**src/rtl/remote_comm_pkg.sv**
```systemverilog
// Shared constants and state types for the robot command link.
// Imported by the UART core and the byte-sequencing top level.
package remote_comm_pkg;

    localparam int BAUD_CNT_DEF = 2604;
    localparam int FRAME_BITS   = 10;

    typedef enum logic [1:0] {
        IDLE,
        HIGH,
        LOW
    } tx_state_t;

    typedef enum logic {
        RX_IDLE,
        RX_BUSY
    } rx_state_t;

endpackage

```
**src/rtl/remote_comm_uart.sv**
```systemverilog
// 8N1 UART core: independent transmit and receive halves.
// tx_done pulses one clock after the stop bit completes.
module remote_comm_uart
    import remote_comm_pkg::*;
#(
    parameter int BAUD_CNT = BAUD_CNT_DEF
) (
    input  logic       clk,
    input  logic       rst_n,
    input  logic       trmt,
    input  logic [7:0] tx_data,
    output logic       tx_done,
    output logic       tx,
    input  logic       rx,
    input  logic       clr_rdy,
    output logic       rdy,
    output logic [7:0] rx_data
);

    localparam int CW = $clog2(BAUD_CNT + 1);
    localparam logic [CW-1:0] BAUD_LAST = CW'(BAUD_CNT - 1);
    localparam logic [CW-1:0] HALF_LAST = CW'(BAUD_CNT / 2 - 1);
    localparam logic [3:0]    LAST_BIT  = 4'(FRAME_BITS - 1);

    logic          tx_busy;
    logic [CW-1:0] tx_baud;
    logic [3:0]    tx_bit;
    logic [8:0]    tx_shift;

    // Shift register holds data plus the stop bit; start bit goes out on load.
    always_ff @(posedge clk or negedge rst_n) begin
        if (!rst_n) begin
            tx_busy  <= 1'b0;
            tx_baud  <= '0;
            tx_bit   <= '0;
            tx_shift <= '1;
            tx       <= 1'b1;
            tx_done  <= 1'b0;
        end else begin
            tx_done <= 1'b0;
            if (!tx_busy) begin
                if (trmt) begin
                    tx_busy  <= 1'b1;
                    tx_baud  <= '0;
                    tx_bit   <= '0;
                    tx_shift <= {1'b1, tx_data};
                    tx       <= 1'b0;
                end
            end else if (tx_baud == BAUD_LAST) begin
                tx_baud <= '0;
                if (tx_bit == LAST_BIT) begin
                    tx_busy <= 1'b0;
                    tx_done <= 1'b1;
                    tx      <= 1'b1;
                end else begin
                    tx_bit   <= tx_bit + 4'd1;
                    tx       <= tx_shift[0];
                    tx_shift <= {1'b1, tx_shift[8:1]};
                end
            end else begin
                tx_baud <= tx_baud + 1'b1;
            end
        end
    end

    logic rx_ff1;
    logic rx_ff2;
    logic rx_prev;

    // Preset to idle-high so reset release never looks like a start bit.
    always_ff @(posedge clk or negedge rst_n) begin
        if (!rst_n) begin
            rx_ff1  <= 1'b1;
            rx_ff2  <= 1'b1;
            rx_prev <= 1'b1;
        end else begin
            rx_ff1  <= rx;
            rx_ff2  <= rx_ff1;
            rx_prev <= rx_ff2;
        end
    end

    rx_state_t     rx_state;
    logic [CW-1:0] rx_baud;
    logic [CW-1:0] rx_target;
    logic [3:0]    rx_bit;
    logic [7:0]    rx_shift;
    logic          start_det;

    assign start_det = (rx_state == RX_IDLE) && rx_prev && !rx_ff2;

    always_comb begin
        rx_target = BAUD_LAST;
        if (rx_bit == 4'd0) rx_target = HALF_LAST;
    end

    always_ff @(posedge clk or negedge rst_n) begin
        if (!rst_n) begin
            rx_state <= RX_IDLE;
            rx_baud  <= '0;
            rx_bit   <= '0;
            rx_shift <= '0;
            rx_data  <= '0;
            rdy      <= 1'b0;
        end else begin
            if (clr_rdy) rdy <= 1'b0;
            case (rx_state)
                RX_IDLE: begin
                    if (start_det) begin
                        rx_state <= RX_BUSY;
                        rx_baud  <= '0;
                        rx_bit   <= '0;
                        rdy      <= 1'b0;
                    end
                end
                RX_BUSY: begin
                    if (rx_baud == rx_target) begin
                        rx_baud <= '0;
                        if (rx_bit == 4'd0 && rx_ff2) begin
                            // Glitch: line was high again at mid start bit.
                            rx_state <= RX_IDLE;
                        end else if (rx_bit == LAST_BIT) begin
                            rx_data  <= rx_shift;
                            rdy      <= 1'b1;
                            rx_state <= RX_IDLE;
                        end else begin
                            rx_bit <= rx_bit + 4'd1;
                            if (rx_bit != 4'd0) begin
                                rx_shift <= {rx_ff2, rx_shift[7:1]};
                            end
                        end
                    end else begin
                        rx_baud <= rx_baud + 1'b1;
                    end
                end
                default: rx_state <= RX_IDLE;
            endcase
        end
    end

endmodule

```
**src/rtl/remote_comm.sv**
```systemverilog
// Robot command link: sends a 16-bit command as two UART bytes
// (high byte first) and exposes the last received response byte.
module remote_comm
    import remote_comm_pkg::*;
#(
    parameter int BAUD_CNT = BAUD_CNT_DEF
) (
    input  logic        clk,
    input  logic        rst_n,
    input  logic        RX,
    output logic        TX,
    input  logic [15:0] cmd,
    input  logic        send_cmd,
    output logic        cmd_sent,
    output logic        resp_rdy,
    output logic [7:0]  resp
);

    tx_state_t  state;
    logic [7:0] low_byte;
    logic       accept;
    logic       trmt;
    logic [7:0] tx_data;
    logic       tx_done;

    assign accept = (state == IDLE) && send_cmd;

    // Start the next frame in the same cycle the request or tx_done arrives.
    always_comb begin
        trmt    = 1'b0;
        tx_data = cmd[15:8];
        if (accept) begin
            trmt = 1'b1;
        end else if (state == HIGH && tx_done) begin
            trmt    = 1'b1;
            tx_data = low_byte;
        end
    end

    always_ff @(posedge clk or negedge rst_n) begin
        if (!rst_n) begin
            state    <= IDLE;
            low_byte <= '0;
            cmd_sent <= 1'b0;
        end else begin
            case (state)
                IDLE: begin
                    if (send_cmd) begin
                        low_byte <= cmd[7:0];
                        cmd_sent <= 1'b0;
                        state    <= HIGH;
                    end
                end
                HIGH: begin
                    if (tx_done) state <= LOW;
                end
                LOW: begin
                    if (tx_done) begin
                        cmd_sent <= 1'b1;
                        state    <= IDLE;
                    end
                end
                default: state <= IDLE;
            endcase
        end
    end

    remote_comm_uart #(
        .BAUD_CNT(BAUD_CNT)
    ) u_uart (
        .clk     (clk),
        .rst_n   (rst_n),
        .trmt    (trmt),
        .tx_data (tx_data),
        .tx_done (tx_done),
        .tx      (TX),
        .rx      (RX),
        .clr_rdy (accept),
        .rdy     (resp_rdy),
        .rx_data (resp)
    );

endmodule

```
**config.mk**
```make
export PLATFORM = sky130hd
export DESIGN_NAME = remote_comm
export DESIGN_NICKNAME = d
export VERILOG_FILES = /design/src/rtl/remote_comm_pkg.sv /design/src/rtl/remote_comm_uart.sv /design/src/rtl/remote_comm.sv
export SDC_FILE = /design/constraint.sdc
export NUM_CORES = 1
export LEC_CHECK = 0
export BUFFER_PORTS_ARGS = -buffer_cell sky130_fd_sc_hd__buf_2
export CORE_MARGIN = 5
export CORE_UTILIZATION = 45
export DETAILED_ROUTE_END_ITERATION = 8
export PLACE_DENSITY = 0.67
export SETUP_SLACK_MARGIN = 0.4
export SYNTH_ARGS = -nofsm -noshare
export SYNTH_HDL_FRONTEND = slang
export SYNTH_HIERARCHICAL = 1
export SYNTH_SLANG_ARGS = --single-unit
```
**constraint.sdc**
```tcl
create_clock -name clk -period 6.7 [get_ports clk]
set_clock_uncertainty 0.15 [all_clocks]
set_input_delay 1.005 -clock clk [delete_from_list [all_inputs] [get_ports clk]]
set_output_delay 1.005 -clock clk [all_outputs]
set_load 0.01 [all_outputs]
```
**After elaboration in Yosys (flattened, before gate mapping)**

Index checks and enable logic that the tools add are counted.

- $add $sub $neg: 4
- Equal/unequal tests: 15
- Mux-type cells: 53
- Bitwise gates (word level): 3
- Reduce and logical (&&, ||, !) cells: 19

Operators by type and width:

| cell | number |
|---|---|
| 12-bit 2-to-1 mux | 6 |
| 9-bit 2-to-1 mux | 4 |
| 4-bit 2-to-1 mux | 8 |
| 12-bit by 1-bit adder with 12-bit output, second input constant | 2 |
| 1-bit 2-to-1 mux | 24 |
| 12-bit case mux with 2 select lines | 1 |
| 8-bit 2-to-1 mux | 2 |
| 12-bit equality test | 1 |
| 12-bit equality test, second input constant | 1 |
| 2-bit inequality test, second input constant | 6 |
| 3-bit AND reduction | 3 |
| 4-bit by 1-bit adder with 4-bit output, second input constant | 2 |
| 4-bit equality test, second input constant | 2 |
| 4-bit case mux with 2 select lines | 1 |
| 4-bit AND reduction | 2 |
| 2-bit 2-to-1 mux | 3 |
| 2-bit by 1-bit inequality test with 1-bit output, second input constant | 3 |
| 1-bit case mux with 2 select lines | 3 |
| 2-bit case mux with 3 select lines | 1 |
| 1-bit logical AND | 5 |
| 5-bit AND reduction | 1 |
| 4-bit zero test | 1 |
| 2-bit AND reduction | 2 |
| 2-bit nonzero test | 2 |
| other kinds (6) | 8 |

- Flip-flop bits (word level): 76
- Input bits: 20
- Output and inout port bits: 11
- Word-level logic and storage cells: 112

**Depth between registers and ports, before layout**

- Depth after elaboration: 7
- Depth in mapped cells: 8
- Gate-level depth less buffers: 7

**Hierarchy**

Netlist, hierarchy kept.

By module, submodules not included:

| module | times used | cells each | area each (µm²) | sequential area each (µm²) |
|---|---|---|---|---|
| remote_comm_uart | 1 | 290 | 3076.7 | 1616.6 |
| remote_comm | 1 | 42 | 578.1 | 275.3 |

**Least setup slack after synthesis**

No wires, ideal clock.

- Path kind: input port to flip-flop
- Start point: input send_cmd
- End point: register u_uart.tx_shift[0]
- Library setup time: 73 ps
- Arrival time: 2163 ps
- Required time: 6477 ps
- Path slack: 4314 ps
- Stages on the path: 6
- Path buffers: 0
- Path through: or2b_2 a21oi_1 nand2_1 o41ai_4 o221ai_2 o21ai_1

- Word-level cells in the longest chain between the ends: 4
- Elaborated cells on any way between the ends: 7
- Classes of those cells: 4 x mux; 3 x reduce/logical

Ends and longest elaborated chain:

| item | RTL line | RTL |
|---|---|---|
| start, declared | remote_comm.sv:13 | `input logic send_cmd,` |
| 1-bit logical AND | remote_comm.sv:26 | `assign accept = (state == IDLE) && send_cmd;` |
| 1-bit 2-to-1 mux | remote_comm.sv:32 | `if (accept) begin` |
| named net trmt | remote_comm.sv:22 | `logic trmt;` |
| 2-bit nonzero test (no source line) | n/a |  |
| 3-bit AND reduction (no source line) | n/a |  |
| end signal, assigned | remote_comm_uart.sv:46 | `tx_shift <= {1'b1, tx_data};` |
| end signal, assigned | remote_comm_uart.sv:58 | `tx_shift <= {1'b1, tx_shift[8:1]};` |
| end, declared | remote_comm_uart.sv:28 | `logic [8:0] tx_shift;` |

The timed path passes the listed nets, and every way through them passes these cells. The select of a mux whose other input is x is not followed.
A chain may end at the register's enable or synchronous reset.

**Worst setup path in the final report**

- Start point: register u_uart.rx_bit[1]
- End point: register u_uart.rx_data[6]

- Word-level cells in the longest chain between the ends: 4
- Elaborated cells on any way between the ends: 7
- Classes of those cells: 2 x eq/ne; 1 x mux; 1 x bitwise; 3 x reduce/logical

Ends and longest elaborated chain:

| item | RTL line | RTL |
|---|---|---|
| start, declared | remote_comm_uart.sv:86 | `logic [3:0] rx_bit;` |
| start signal, assigned | remote_comm_uart.sv:127 | `rx_bit <= rx_bit + 4'd1;` |
| 4-bit zero test | remote_comm_uart.sv:94, remote_comm_uart.sv:119 |  |
| 12-bit 2-to-1 mux or 1-bit logical AND (tied branches) | remote_comm_uart.sv:94, remote_comm_uart.sv:119 |  |
| 12-bit equality test or 1-bit NOT (tied branches) | n/a |  |
| 4-bit AND reduction (no source line) * | n/a |  |
| end signal, assigned | remote_comm_uart.sv:123 | `rx_data <= rx_shift;` |
| end, declared | remote_comm_uart.sv:17 | `output logic [7:0] rx_data` |

Every way passes the cells marked *; elsewhere a longest branch is shown, timed or not.

==> flow_summary.yaml <==
outcome:
  status: "complete, no violations"
detailed_routing:
  drtAntennaViolNets: 0
  drtIter0Drc: 114
  dr_total_vias: 2632
  drt-pass1-iter-count: 6
  drc_errors: 0
  viasPerCell: 5.576
  wl_per_cell_um: 14.37
  drt-total-wl_um: 6783
grt:
  grt_max_degree: 76
  grt_pass1_vias: 2674
  grt_usage: 0.1511
  gr-total-overflow: 0
  grt_pass1_wl_um: 12290
  grt_antenna_before_repair: 0
sta:
  setup_tns_ps: 0
  finalHoldViolations: 0
  setup_slack_ps: 4074
  relSlewSlack: 0.3498
  rsz0062_at_grt: "false"
  worstMarginPinSlew_ps: 971.7
  fin_crit_sh: 0.3919
  setup_violations: 0
  fmax_mhz: 380.8
  slew_violations: 0
  hold_ws_ps: 207.5
  final.min_clock_period_ps: 2626
pwr:
  powerDensity_nw_per_um2: 246.9
  p_clk_frac: 0.413
  p_sw_mw: 0.2465
  p_leak_nw: 1.874
  p_total_mw: 1.020
  seqPwrFrac: 0.508
  comb_power_share: 0.079
  p_int_mw: 0.7737
  switching_share: 0.2416
  peakVddDrop_mv: 0.1558
synth:
  ys_seq_elements: 75
  syn_area_per_cell_um2: 11.01
  synth_nets: 359
  synth_largest_area_cell: "dfrtp_1"
  synth.distinct_cells: 57
  synth_top_flop_cell: "dfrtp_1"
  yosysTopAreaCellShare: 0.4314
  synth-seq-area-share: 0.5176
  synth-edff-count: 0
  postSynthCellCount: 332
  synth_area_um2: 3655
  synthTopCellsByArea: "dfrtp_1 (43%), dfstp_2 (8.6%), mux2_2 (7.4%), o21ai_0 (4.1%), nor2_1 (3.8%)"
  ys.warnings.count: 6
  synthArstFlopShare: 1.000
placed_design:
  place_hpwl_um: 4574
  portBuffers: 30
  dpl.cell_count: 456
  gp_congestion: 0.7846
  place_area_um2: 3884
  place_ws_ps: 3940
cells_and_area:
  fin_util: 0.5292
  fin_cells: 472
  area_delta_synth_final_pct: 13.04
  antennaDiodeCount: 0
  design_area_um2: 4131
  drive_gt1_frac: 0.2784
  finalNetCount: 392
clock_network:
  clockBufferDepth: 2
  cts_tree: "built"
  cts-buffers-inserted: 9
  post_cts_buffers: 0
  cts.clk_slew.worst_paths_ps: 70
  cts_htree_levels: 3
  insertion_delay_ps: 340
  cts_resized: 0
  cts_hold_buf: 0
  clock-root-buffer: "clkbuf_8"
  clkSinkCount: 75
worst_setup_path:
  cp.required_ps: 6780
  crit_type: "reg -> reg"
  setup.worst_path.end_class: "register"
  cp.arrival_ps: 2700
  cp_max_fo: 9
  worstSetupStartpointType: "register"
die:
  coreArea_um2: 7807
  initial_core_util: 0.4681
  die-height_um: 100.1
  die-area_um2: 10020
  io_pins: 31
  rows: 32
  die_x_um: 100.1
min_path:
  hp-class: "reg -> reg"
job:
  drv_cap: 0
[cells in the mapped netlist, types with 2 or more instances]
library cell / number
o31ai_1: 2
nand3_1: 9
xor2_1: 6
dfstp_2: 12
mux2_4: 8
mux2_2: 24
mux2i_1: 2
nor4bb_1: 2
nor3_1: 2
o21ai_1: 2
ha_1: 7
and3_1: 6
nand4b_1: 4
a21oi_1: 7
o21ai_0: 30
a22o_1: 2
buf_2: 2
a211oi_1: 2
nor3b_1: 2
nand2_1: 24
clkbuf_1: 3
or2_1: 2
o22ai_1: 7
inv_1: 14
nor2_1: 37
and4_1: 2
dfrtp_1: 63
a31oi_1: 9
nand4_1: 12
[state kept, by name (all words and copies together), names as in the netlist]
register / count
u_uart/tx_busy: 1
u_uart/rx_ff1: 1
u_uart/rx_state: 1
u_uart/rx_data: 8
u_uart/rx_bit: 4
u_uart/tx_shift: 8
u_uart/rx_ff2: 1
cmd_sent: 1
u_uart/rdy: 1
u_uart/tx: 1
u_uart/tx_baud: 12
u_uart/tx_bit: 4
u_uart/tx_done: 1
state: 2
u_uart/rx_shift: 8
u_uart/rx_baud: 12
u_uart/rx_prev: 1
low_byte: 8
[cell type report]
class / instances / area (um^2)
Fill cell: 672 / 3676
Inverter: 14 / 52.55
Tap cell: 102 / 127.6
Sequential cell: 75 / 1892
Multi-Input combinational cell: 235 / 1659
Clock buffer: 9 / 123.9
Timing Repair Buffer: 30 / 152.6
Clock inverter: 7 / 123.9
[worst max-delay path, stage by stage, from the launching register on]
cell	delay [ps]
dfrtp_1	400
inv_1	100
ha_1	150
nor3b_1	420
and3_1	270
or2_1	160
and4_1	470
mux2_2	390
[layer usage]
metal / share of wire / vias up / GRT usage
li1: - / 1279 / -
met1: 0.47 / 1296 / 0.1982
met2: 0.48 / 47 / 0.2334
met3: 0.038 / 10 / 0.04031
met4: 0.017 / 0 / 0.07047
met5: 0 / - / 0
[power groups by stage]
stage,sequential [mW],combinational (mW),clock [mW]
after floorplan,0.513,0.0643,0
after global placement,0.526,0.0788,0
after detailed placement,0.525,0.0821,0
after CTS,0.517,0.0822,0.436
after global routing,0.524,0.0941,0.456
final,0.518,0.0806,0.422
[path summary, 6_finish.rpt]
path                                       start                end  slack, ps  cells after the start
worst max-delay path            u_uart/rx_bit[1]  u_uart/rx_data[6]       4070                      7
worst min-delay path               u_uart/rx_ff1      u_uart/rx_ff2        210                      0
worst max register to register  u_uart/rx_bit[1]  u_uart/rx_data[6]       4070                      7
worst min register to register     u_uart/rx_ff1      u_uart/rx_ff2        210                      0
max in group asynchronous                  rst_n    u_uart/rx_state       5150                      1
min in group asynchronous                  rst_n           cmd_sent        630                      1
[logic make-up (layout without fill, tap and decap cells)]
| logic type | count (synthesis) | count (layout) | share of synthesized area |
|---|---|---|---|
| buffers and inverters | 22 | 60 | 0.02841 |
| adder cells (fa/ha/maj) | 7 | 7 | 0.02396 |
| XOR/XNOR | 7 | 7 | 0.01678 |
| flip-flops | 75 | 75 | 0.5176 |
| multiplexers | 34 | 34 | 0.1123 |
| AO/OA/AOI/OAI | 70 | 70 | 0.1226 |
| AND/OR/NAND/NOR | 117 | 117 | 0.1784 |
[placed cells by master (no fill, tap or decap), types with 3 or more instances in the layout]
cell / count
dfrtp_1: 63
nor2_1: 37
o21ai_0: 30
buf_2: 29
nand2_1: 24
mux2_2: 24
inv_1: 14
nand4_1: 12
dfstp_2: 12
clkbuf_8: 9
a31oi_1: 9
nand3_1: 9
mux2_4: 8
a21oi_1: 7
o22ai_1: 7
ha_1: 7
and3_1: 6
xor2_1: 6
nand4b_1: 4
bufinv_16: 3
Power figures use the tool's default switching activity.
